### src/rtl/encoder_stream_pkg.sv
// Shared types and width helpers for the mask-to-index stream encoder.
package encoder_stream_pkg;

    typedef enum logic {
        IDLE  = 1'b0,
        DRAIN = 1'b1
    } state_e;

    function automatic int calc_iw(input int n);
        int w;
        w = $clog2(n);
        return (w < 1) ? 1 : w;
    endfunction

    function automatic int calc_cw(input int n);
        return $clog2(n + 1);
    endfunction

endpackage

### src/rtl/encoder_pe_core.sv
// Combinational priority selector: any-bit flag, selected index and its one-hot.
module encoder_pe_core
    import encoder_stream_pkg::*;
#(
    parameter int N = 8,
    parameter bit MSB_FIRST = 1'b1,
    localparam int IW = calc_iw(N)
) (
    input  logic [N-1:0]  mask_i,
    output logic          any_o,
    output logic [IW-1:0] idx_o,
    output logic [N-1:0]  onehot_o
);

    localparam int LG = IW;
    localparam int P = 1 << LG;
    localparam logic [N-1:0] ONE = {{(N-1){1'b0}}, 1'b1};

    genvar l, j;

    // Balanced pairwise tree over a power-of-two padded mask; pads never win.
    for (l = 0; l <= LG; l++) begin : g_lvl
        logic          v  [P >> l];
        logic [IW-1:0] ix [P >> l];

        if (l == 0) begin : g_leaf
            for (j = 0; j < P; j++) begin : g_n
                if (j < N) begin : g_in
                    assign v[j] = mask_i[j];
                end else begin : g_pad
                    assign v[j] = 1'b0;
                end
                assign ix[j] = IW'(j);
            end
        end else begin : g_node
            for (j = 0; j < (P >> l); j++) begin : g_n
                logic          lo_v, hi_v;
                logic [IW-1:0] lo_ix, hi_ix;

                assign lo_v  = g_lvl[l-1].v[2*j];
                assign hi_v  = g_lvl[l-1].v[2*j+1];
                assign lo_ix = g_lvl[l-1].ix[2*j];
                assign hi_ix = g_lvl[l-1].ix[2*j+1];
                assign v[j]  = lo_v | hi_v;

                if (MSB_FIRST) begin : g_hi
                    assign ix[j] = hi_v ? hi_ix : lo_ix;
                end else begin : g_lo
                    assign ix[j] = lo_v ? lo_ix : hi_ix;
                end
            end
        end
    end

    assign any_o    = g_lvl[LG].v[0];
    assign idx_o    = g_lvl[LG].ix[0];
    assign onehot_o = any_o ? (ONE << idx_o) : '0;

endmodule

### src/rtl/encoder_stream.sv
// Drains an N-bit mask into a stream of set-bit indices with last/empty/seq sidebands.
module encoder_stream
    import encoder_stream_pkg::*;
#(
    parameter int N = 8,
    parameter bit MSB_FIRST = 1'b1,
    localparam int IW = calc_iw(N),
    localparam int CW = calc_cw(N)
) (
    input  logic          clk,
    input  logic          rst,
    input  logic          s_valid,
    output logic          s_ready,
    input  logic [N-1:0]  s_mask,
    output logic          m_valid,
    input  logic          m_ready,
    output logic [IW-1:0] m_index,
    output logic          m_last,
    output logic          m_empty,
    output logic [CW-1:0] m_seq,
    output logic          busy
);

    state_e        state_q, state_d;
    logic [N-1:0]  work_q, work_d;
    logic [CW-1:0] seq_q, seq_d;
    logic          empty_q, empty_d;

    logic          any;
    logic [IW-1:0] sel_idx;
    logic [N-1:0]  sel_oh;
    logic          drain;
    logic          last_beat;
    logic          fire;

    encoder_pe_core #(
        .N         (N),
        .MSB_FIRST (MSB_FIRST)
    ) u_pe (
        .mask_i   (work_q),
        .any_o    (any),
        .idx_o    (sel_idx),
        .onehot_o (sel_oh)
    );

    assign drain     = (state_q == DRAIN);
    assign last_beat = empty_q | ((work_q & ~sel_oh) == '0);
    assign fire      = drain & m_ready;

    always_ff @(posedge clk) begin
        if (rst) begin
            state_q <= IDLE;
            work_q  <= '0;
            seq_q   <= '0;
            empty_q <= 1'b0;
        end else begin
            state_q <= state_d;
            work_q  <= work_d;
            seq_q   <= seq_d;
            empty_q <= empty_d;
        end
    end

    always_comb begin
        state_d = state_q;
        unique case (state_q)
            IDLE:    if (s_valid) state_d = DRAIN;
            DRAIN:   if (m_ready && last_beat) state_d = IDLE;
            default: state_d = IDLE;
        endcase
    end

    always_comb begin
        work_d  = work_q;
        seq_d   = seq_q;
        empty_d = empty_q;
        if (!drain && s_valid) begin
            work_d  = s_mask;
            seq_d   = '0;
            empty_d = (s_mask == '0);
        end else if (fire) begin
            work_d = work_q & ~sel_oh;
            seq_d  = seq_q + 1'b1;
        end
    end

    // Sidebands are forced to zero outside DRAIN so stale seq/empty never leak.
    always_comb begin
        s_ready = ~drain;
        m_valid = drain;
        busy    = drain;
        m_index = (drain && any) ? sel_idx : '0;
        m_last  = drain & last_beat;
        m_empty = drain & empty_q;
        m_seq   = drain ? seq_q : '0;
    end

endmodule

### config.mk
export PLATFORM = sky130hd
export DESIGN_NAME = encoder_stream
export DESIGN_NICKNAME = d
export VERILOG_FILES = /design/src/rtl/encoder_stream_pkg.sv /design/src/rtl/encoder_pe_core.sv /design/src/rtl/encoder_stream.sv
export SDC_FILE = /design/constraint.sdc
export NUM_CORES = 1
export LEC_CHECK = 0
export ABC_AREA = 0
export CAP_MARGIN = 20
export CORE_MARGIN = 5
export CORE_UTILIZATION = 51
export DETAILED_ROUTE_END_ITERATION = 12
export GPL_ROUTABILITY_DRIVEN = 1
export GPL_TIMING_DRIVEN = 0
export PLACE_DENSITY_LB_ADDON = 0.15
export SKIP_CTS_REPAIR_TIMING = 1
export SYNTH_ARGS = -nofsm -noshare
export SYNTH_HDL_FRONTEND = slang
export SYNTH_HIERARCHICAL = 1
export SYNTH_SLANG_ARGS = --single-unit
### constraint.sdc
create_clock -name clk -period 5.7 [get_ports clk]
set_input_delay 0.855 -clock clk [delete_from_list [all_inputs] [get_ports clk]]
set_output_delay 0.855 -clock clk [all_outputs]
set_load 0.05 [all_outputs]
==> reports/metrics.csv <==
metric,value,unit
status,completed,
final WL,2.119,mm
Post-DP Area,1189,um2
"area leader, netlist",dfxtp_1,
initial antenna violation count,0,
crit path max fanout,8,
Initial Utilization,0.5370,
"Arr. time, crit path",3100,ps
number of global-route vias before repair,881,
ys flop type,dfxtp_1,
worst setup margin,1743,ps
Leak,0.4455,nW
PD cells,209.5,nW/um2
pre-CTS setup slack,2056,ps
CP max stage delay,790,ps
sequential share of the synthesized area,0.3023,
I/O pin total,24,
# nets final,159,
critical path capture point type,primary output,
syn avg cell area,7.857,um2
"Hold Violations, Final",0,
worst setup skew after layout,0.7950,ps
layout cells sized above 1,0.1250,
"Cell Area, Synth",927.1,um2
H-tree level count,1,
WL/cell,12.54,um
minimum clock period,3957,ps
IO buf count,23,
ant diodes,0,
clock buffer depth,2,
clock sinks,14,
drt drc,0,
largest net degree at the start of global routing,11,
post-route ant nets,0,
"FF+latch count, synth",14,
CTS tree,yes,
critical path required time,4850,ps
"final std cell area, no fill",1211,um2
Max Clk Rate,252.7,MHz
RePlAce Congestion,0.8315,
Min-Delay Path Class,reg -> reg,
"FFs w/ async S/R, synth",0,
number of iterations in the first detailed-routing pass,4,
crit-path cells,"nor2b_4, a2111oi_4, nor4b_4, o22ai_1, o41ai_2, and2_1, clkdlybuf4s50_1",
synth unique cells,37,
HPWL after DPL,1.691,mm
Synth Instances,118,
RSZ-0062 raised after global routing,false,
Core Rows,15,
1st-iter DRT viols,7,
first-pass GRT wire length,3.698,mm
Final Slew Violations,0,
Die Span X,52.64,um
ratio of final minimum period to clock period,0.6942,
"top cells by area, synth","dfxtp_1 30%, nand2_1 7.7%, a21oi_1 4.9%",
total CTS buffers,3,
Die Area,2770,um2
"Reg clk slew, reported paths",80,ps
clk_lat worst skew,290,ps
Fin Setup TNS,0,ps
Max VDD drop,0.0001477,V
critical path type,reg -> out,
via count,896,
clk root buf,clkbuf_4,
synth-to-layout area growth,30.63,%
area share of the largest cell type after synthesis,0.3023,
Worst slew margin,0.6643,
die height,52.64,um
Post-synth EDFFs,0,
Ys Warns,6,
# setup viols final,0,
Tot GR Track Use,0.1765,
grt ovf,0,
Post-Syn Nets,131,
Core ar.,1727,um2
CP max stage cell,clkdlybuf4s50_1,
Via-to-Cell Ratio,5.302,
worst slew pin tran,502.0,ps
crit start category,flip-flop,
max-cap viol count,0,
-- sequential cells by signal, indices dropped and copies added (netlist names) --
| signal | cells |
|---|---|
| work_q | 8 |
| empty_q | 1 |
| seq_q | 4 |
| busy | 1 |
-- cells by family after synthesis --
| group | count (synthesis) | share of synthesized area |
|---|---|---|
| adders and majority gates | 1 | 0.01349 |
| xor gates and xnor gates | 3 | 0.02835 |
| buffers and inverters | 19 | 0.09581 |
| muxes | 1 | 0.01080 |
| DFF | 14 | 0.3023 |
| and+or+nand+nor | 62 | 0.3860 |
| AOI/OAI and AO/OA | 18 | 0.1633 |
-- where the power goes --
part	internal (mW)	switching [mW]	leakage [nW]
Combinational	0.0386	0.0482	0.317
Clock	0.0246	0.0317	0.0138
Sequential	0.102	0.00837	0.114
Total	0.165	0.0883	0.446
-- layout make-up --
type                       count  area (um2)
multi-input combinational     85       558.0
fill                         147       515.5
timing repair buffer          23       230.2
tap                           25       31.28
clock buffer                   3       22.52
sequential                    14       280.3
buffer                         7       43.79
inverter                      12       45.04
-- worst max-delay path: cells and delay by family, from the launching register on --
family	cells	cell delay (ps)
buffers and inverters	1	790
AND/OR/NAND/NOR	3	540
AO/OA/AOI/OAI	3	950
flip-flops	1	520
-- synthesized netlist by cell type, types with 2 or more instances --
cell	count
nor4_1	2
o22ai_1	4
nor3_1	5
buf_4	2
nor2_1	5
nor4_2	2
a21oi_1	9
nand3_1	9
buf_2	2
nand2_1	19
xor2_1	2
and3_1	3
inv_1	11
clkbuf_1	2
dfxtp_1	14
and2_1	6
-- metal layers --
layer / GRT usage / wire length (um)
met1: 0.2131 / 966
met2: 0.3182 / 1018
met3: 0.01709 / 96
met4: 0.06383 / 37
met5: 0 / 0
-- stage by stage --
| stage | utilization | total power, mW | instances | hold slack (ps) |
|---|---|---|---|---|
| final | 0.7014 | 0.2537 | 169 | 461.7 |
| after floorplan | - | 0.1730 | 118 | 436.3 |
| after detailed placement | 0.6884 | 0.1995 | 166 | 456.9 |
| after global placement | 0.6884 | 0.1981 | 166 | 445.9 |
| after global routing | 0.7014 | 0.2664 | 169 | 501.6 |
| after CTS | 0.7014 | 0.2532 | 169 | 467.9 |
-- final timing paths --
kind	endpoint	slack, ps	start	cells past startpoint
max	m_last	1740	work_q[6]$_SDFFE_PP0P_	7
min reg2reg	empty_q$_SDFFE_PP0P_	460	empty_q$_SDFFE_PP0P_	2
max reg2reg	busy$_SDFF_PP0_	3610	work_q[6]$_SDFFE_PP0P_	6
min	empty_q$_SDFFE_PP0P_	460	empty_q$_SDFFE_PP0P_	2
-- cell usage in the layout (no fill, tap or decap), types with 4 or more instances in the layout --
cell type        instances
a21oi_1                  9
and2_1                   6
clkdlybuf4s50_1         23
dfxtp_1                 14
inv_1                   11
nand2_1                 19
nand3_1                  9
nor2_1                   5
nor3_1                   5
o22ai_1                  4
Note: power is estimated with default switching activity, not from simulation.
==> RTL edit 1, RTL diff (same settings) <==
`N` is set to 8 in 2 places; all go to 16.
--- a/src/rtl/encoder_pe_core.sv
+++ b/src/rtl/encoder_pe_core.sv
@@ -2,7 +2,7 @@
 module encoder_pe_core
     import encoder_stream_pkg::*;
 #(
-    parameter int N = 8,
+    parameter int N = 16,
     parameter bit MSB_FIRST = 1'b1,
     localparam int IW = calc_iw(N)
 ) (
--- a/src/rtl/encoder_stream.sv
+++ b/src/rtl/encoder_stream.sv
@@ -2,7 +2,7 @@
 module encoder_stream
     import encoder_stream_pkg::*;
 #(
-    parameter int N = 8,
+    parameter int N = 16,
     parameter bit MSB_FIRST = 1'b1,
     localparam int IW = calc_iw(N),
     localparam int CW = calc_cw(N)
Ports: changed (resized m_index, m_seq and s_mask); port bits go from 24 to 34. No check against the original RTL was run, so the function may have changed too.
==> RTL edit 1 against the unedited design <==
  * Setup slack lost 0.74 ns
  * Wire length grew 88%
  * Cell area grew 58%
  * Sequential cell count grew 9
  * Hold slack gained 0.052 ns
  * Area after synthesis grew 63%
  * Power grew 58%
  * Critical path depth grew 3
  * Largest cell class unchanged
  * Largest power group unchanged
==> RTL edit 1: results (changes against the unedited design) <==
Finish
  • # nets final: 267 (+68%)
  • N_diodes: 0 (unchanged)
  • Share of cells above drive strength 1: 8.98% (-3.5 points)
  • Largest regs: work_q (16), seq_q (5)
  • Fillers: 264 (+80%)

Global route
  • Vias in the first global route: 1475 (+67%)
  • First-pass GRT wire length: 6.62 mm (+79%)

Power and ir drop
  • LEAKAGE: 0.659 nW (+48%)
  • Worst VDD drop: 0.000120 V (-19%)

Worst hold path
  • Hold WC Path Type: reg2reg

Routing
  • Via count: 1579 (+76%)
  • 1st-iter DRT viols: 89 (+82)
  • DR pass1 iterations: 4 (unchanged)
  • WL/cell: 14.4 µm (+15%)

Logic synthesis
  • Synthesized Nets: 229 (+75%)
  • Synth unique cells: 38 (+2.7%)
  • Netlist Area Pre-Place: 1510 µm² (+63%)
  • Synth area leaders: dfxtp_1 30%, nand2_1 8.7%, a21oi_1 7.3%, nand3_1 5.6%, nand2b_1 5.0%
  • Sequential share of the synthesized area: 30.4% (+0.21 points)
  • Most frequent cells after synthesis: 35 x nand2_1, 23 x dfxtp_1, 22 x a21oi_1, 17 x nand3_1, 12 x nand2b_1

Run status
  • Status: finished clean

Placed design
  • IO buf count: 33 (+43%)
  • Routability cong.: 0.924 (+11%)
  • Detailed Place HPWL: 3.24 mm (+92%)

Setup path
  • CP Data Arrival Time: 3.84 ns (+0.74 ns)
  • Peak fanout along the critical path: 10 (+2)

Timing
  • Layout Skew: 0.00337 ns (+0.00257 ns)
## RTL edit 1: routing by layer
layer	vias up	part of all wire, %	global-route usage [%]
met5	-	0	0
met1	716	47	25.0
met3	8	5.8	4.66
li1	803	-	-
met2	52	45	33.5
met4	0	1.7	4.22
## RTL edit 1: cells by family (layout without fill, tap and decap cells)
logic type                 count (synthesis)  in the layout  share of synthesized area, %
AOI/OAI and AO/OA                         34             34                          14.6
xor gates and xnor gates                   4              4                          2.32
adders and majority gates                  1              1                         0.827
buffers and inverters                     24             61                          7.03
DFF                                       23             23                          30.4
muxes                                      2              2                          1.41
and+or+nand+nor                          120            120                          43.3
## RTL edit 1: through the flow
step	setup WS, ns	instance area, µm²	hold slack [ns]	std cells
floorplan	2.35	1510	0.461	208
global placement	1.42	1880	0.485	272
detailed placement	1.44	1880	0.490	272
CTS	1.06	1910	0.511	276
global route	0.785	1910	0.546	276
finish	1.01	1910	0.514	276
## RTL edit 1: final cells by class
class / instances / area (µm²) / area share (%)
Tap cell: 31 / 38.8 / 2.03
Timing Repair Buffer: 33 / 330 / 17.3
Sequential cell: 23 / 460 / 24.1
Clock inverter: 1 / 5.00 / 0.262
Clock buffer: 3 / 22.5 / 1.18
Inverter: 12 / 47.5 / 2.49
Buffer: 12 / 58.8 / 3.08
Multi-Input combinational cell: 161 / 946 / 49.5
## RTL edit 1: worst paths after layout
path	startpoint	end	slack (ns)	cells after the start
max	work_q[15]	m_last	1.01	10
min	work_q[0]	work_q[0]	0.51	2
max reg2reg	work_q[15]	busy	2.91	9
min reg2reg	work_q[0]	work_q[0]	0.51	2
## RTL edit 1: power breakdown
group | leakage [nW] | internal [mW] | switching, mW
logic | 0.453 | 0.0618 | 0.0830
clock network | 0.0177 | 0.0261 | 0.0494
registers | 0.188 | 0.168 | 0.0125
total | 0.659 | 0.256 | 0.145
## RTL edit 1: critical path, cell delays in order (launching register included)
cell             delay [ns]
dfxtp_1                0.58
or4_4                  0.22
nor2_4                 0.05
a2111oi_4              0.53
inv_4                  0.12
nor3_1                 0.31
nand2b_1               0.16
o2111ai_1              0.11
nor4_1                 0.47
o21a_1                 0.17
clkdlybuf4s50_1        0.80
==> RTL edit 2, RTL diff (config.mk and constraints unchanged) <==
Without the edit above. Make the reset (`rst`) asynchronous in one clocked block.
--- a/src/rtl/encoder_stream.sv
+++ b/src/rtl/encoder_stream.sv
@@ -47,7 +47,7 @@
     assign last_beat = empty_q | ((work_q & ~sel_oh) == '0);
     assign fire      = drain & m_ready;
 
-    always_ff @(posedge clk) begin
+    always_ff @(posedge clk or posedge rst) begin
         if (rst) begin
             state_q <= IDLE;
             work_q  <= '0;
Formal check against the unedited RTL: differs if rst is asserted again (counterexample within 4 cycles, from zero or initial values and one cycle with rst high); with rst held inactive, the same outputs for 10 cycles.
==> RTL edit 2 against the unedited design <==
  * Synthesized cell count rose by 3.4%
  * Sequential cell count is the same
  * Setup slack worse by 0.19 ns
  * Cell area is 5.8% higher
  * Cell count rose by 3.0%
  * Wire length rose by 11%
  * Area after synthesis rose by 8.4%
  * Clock skew is 0.0045 ns higher
  * Core utilization is 3.5 points lower
  * Register-to-register slack got worse by 0.18 ns
  * Hold slack better by 0.057 ns
  * First-iteration DRC count rose to 3.1 times the old value
  * Largest cell class unchanged
Power is left out: it rests on default switching activity, and per cell area and clock period it moved more than threefold.
==> RTL edit 2: results (changes against the unedited design) <==
Global route
  • Largest net degree at the start of global routing: 15 (+4)
  • GRT Total Usage: 19.1% (+1.5 points)
  • Met1 Resource Use GR: 25.5% (+4.2 points)
  • Global route hottest layer: met2
  • First-pass GRT wire length: 4.10 mm (+11%)
  • Met3 usage: 2.45% (+0.74 points)
  • Vias in the first global route: 920 (+4.4%)
  • Met2 Use GR: 31.7% (-0.14 points)
  • Initial antenna violation count: 0 (unchanged)

Setup path
  • Setup slack, reg-to-reg: 3.43 ns (-0.18 ns)
  • CP Data Arrival Time: 3.29 ns (+0.19 ns)
  • Reg-to-Reg End: busy
  • Reg2reg path depth: 6 (unchanged)
  • Peak fanout along the critical path: 8 (unchanged)
  • Worst r2r src: work_q[5]

Logic synthesis
  • Synthesized Nets: 135 (+3.1%)
  • Most frequent cells after synthesis: 14 x dfrtp_1, 14 x inv_1, 13 x nand2_1, 9 x o21ai_1, 8 x nand3_1
  • Compound-Gate Fraction of Synth Area: 17.7% (+1.4 points)
  • YS warnings: 6 (unchanged)
  • Post-synthesis xor/xnor area fraction: 0% (-2.8 points)
  • Post-synth top flop: dfrtp_1
  • Post-synthesis mux area share: 5.98% (+4.9 points)
  • Post-synthesis adder-cell area fraction: 1.25% (-0.10 points)
  • Synth area leaders: dfrtp_1 35%, mux2i_1 6.0%, inv_1 5.2%, nand2_1 4.9%, o21ai_1 4.5%
  • Post-synth ARST share: 100% (+100 points)
  • Synth unique cells: 34 (-8.1%)
  • Sequential share of the synthesized area: 34.9% (+4.6 points)

Run status
  • Status: finished clean

Placed design
  • Area post-placement: 1260 µm² (+5.9%)
  • IO buf count: 22 (-4.3%)
  • Detailed Place HPWL: 1.78 mm (+5.2%)
  • Routability cong.: 0.821 (-1.2%)

CTS
  • Buffer depth of the longest clock path: 2 (unchanged)
  • Clock transition at path regs: 0.09 ns
  • TritonCTS Buffers: 3 (unchanged)
  • Worst skew pair latency: 0.29 ns (about the same)

Finish
  • Share of cells above drive strength 1: 11.6% (-0.94 points)
  • # nets final: 162 (+1.9%)
  • Largest regs: work_q (8), seq_q (4)
  • N_diodes: 0 (unchanged)

Routing
  • 1st-iter DRT viols: 22 (+15)
  • Via count: 962 (+7.4%)
  • Final WL: 2.36 mm (+11%)

Timing
  • Max-slew headroom: 61.1% (-5.3 points)
  • Layout Skew: 0.00534 ns (+0.00454 ns)

Worst hold path
  • Hold wc startpoint: empty_q
  • Hold Path Cell Cnt: 1 (-1)
  • WHS Endpoint: busy
  • Hold WC Path Type: reg2reg
==> RTL edit 2: cell types whose count changed in the layout (fill, tap and decap cells not counted), moves of 3 or more <==
cell / change
dfrtp_1: +14
inv_1: +3
o21ai_1: +9
dfxtp_1: -14
and2_1: -3
nor3_1: -4
buf_6: +3
nand2_1: -6
a21oi_1: -3
o21ai_0: +5
mux2i_1: +5
==> RTL edit 2: metal layers <==
layer	vias to the layer above	share of wire (%)	wire (µm)
met5	-	0	0
met4	0	1.5	36
met3	5	3.6	85
met2	29	47	1100
met1	454	48	1130
li1	474	-	-
==> RTL edit 2: worst max-delay path: stages (launching register included) <==
cell             delay, ns
dfrtp_1               0.46
or4_1                 0.53
buf_2                 0.18
nor4b_1               0.37
o22ai_1               0.17
nor4_2                0.33
o21a_1                0.15
clkdlybuf4s50_1       0.81
==> RTL edit 2: layout make-up <==
class	count	area, µm²
timing repair buffer	22	220
inverter	15	56.3
tap	27	33.8
clock buffer	3	22.5
sequential	14	350
fill	164	641
multi-input combinational	84	522
buffer	9	76.3
==> RTL edit 2: metrics by stage <==
step                hold slack (ns)  worst slack [ns]  util [%]  cells
finish                        0.519              1.55      66.7    174
global route                  0.533              1.38      66.7    174
CTS                           0.500              1.54      66.7    174
detailed placement            0.486              1.86      65.5    171
floorplan                     0.452              2.58         -    122
global placement              0.476              1.93      65.5    171
==> RTL edit 2: how the worst max path moves through the flow <==
stage / endpoint / cells after the start / startpoint
after floorplan: m_last / 6 / work_q[5]
after global placement: m_last / 7 / work_q[5]
after detailed placement: m_last / 7 / work_q[5]
after CTS: m_last / 7 / work_q[5]
after global routing: m_last / 7 / work_q[5]
final: m_last / 7 / work_q[5]
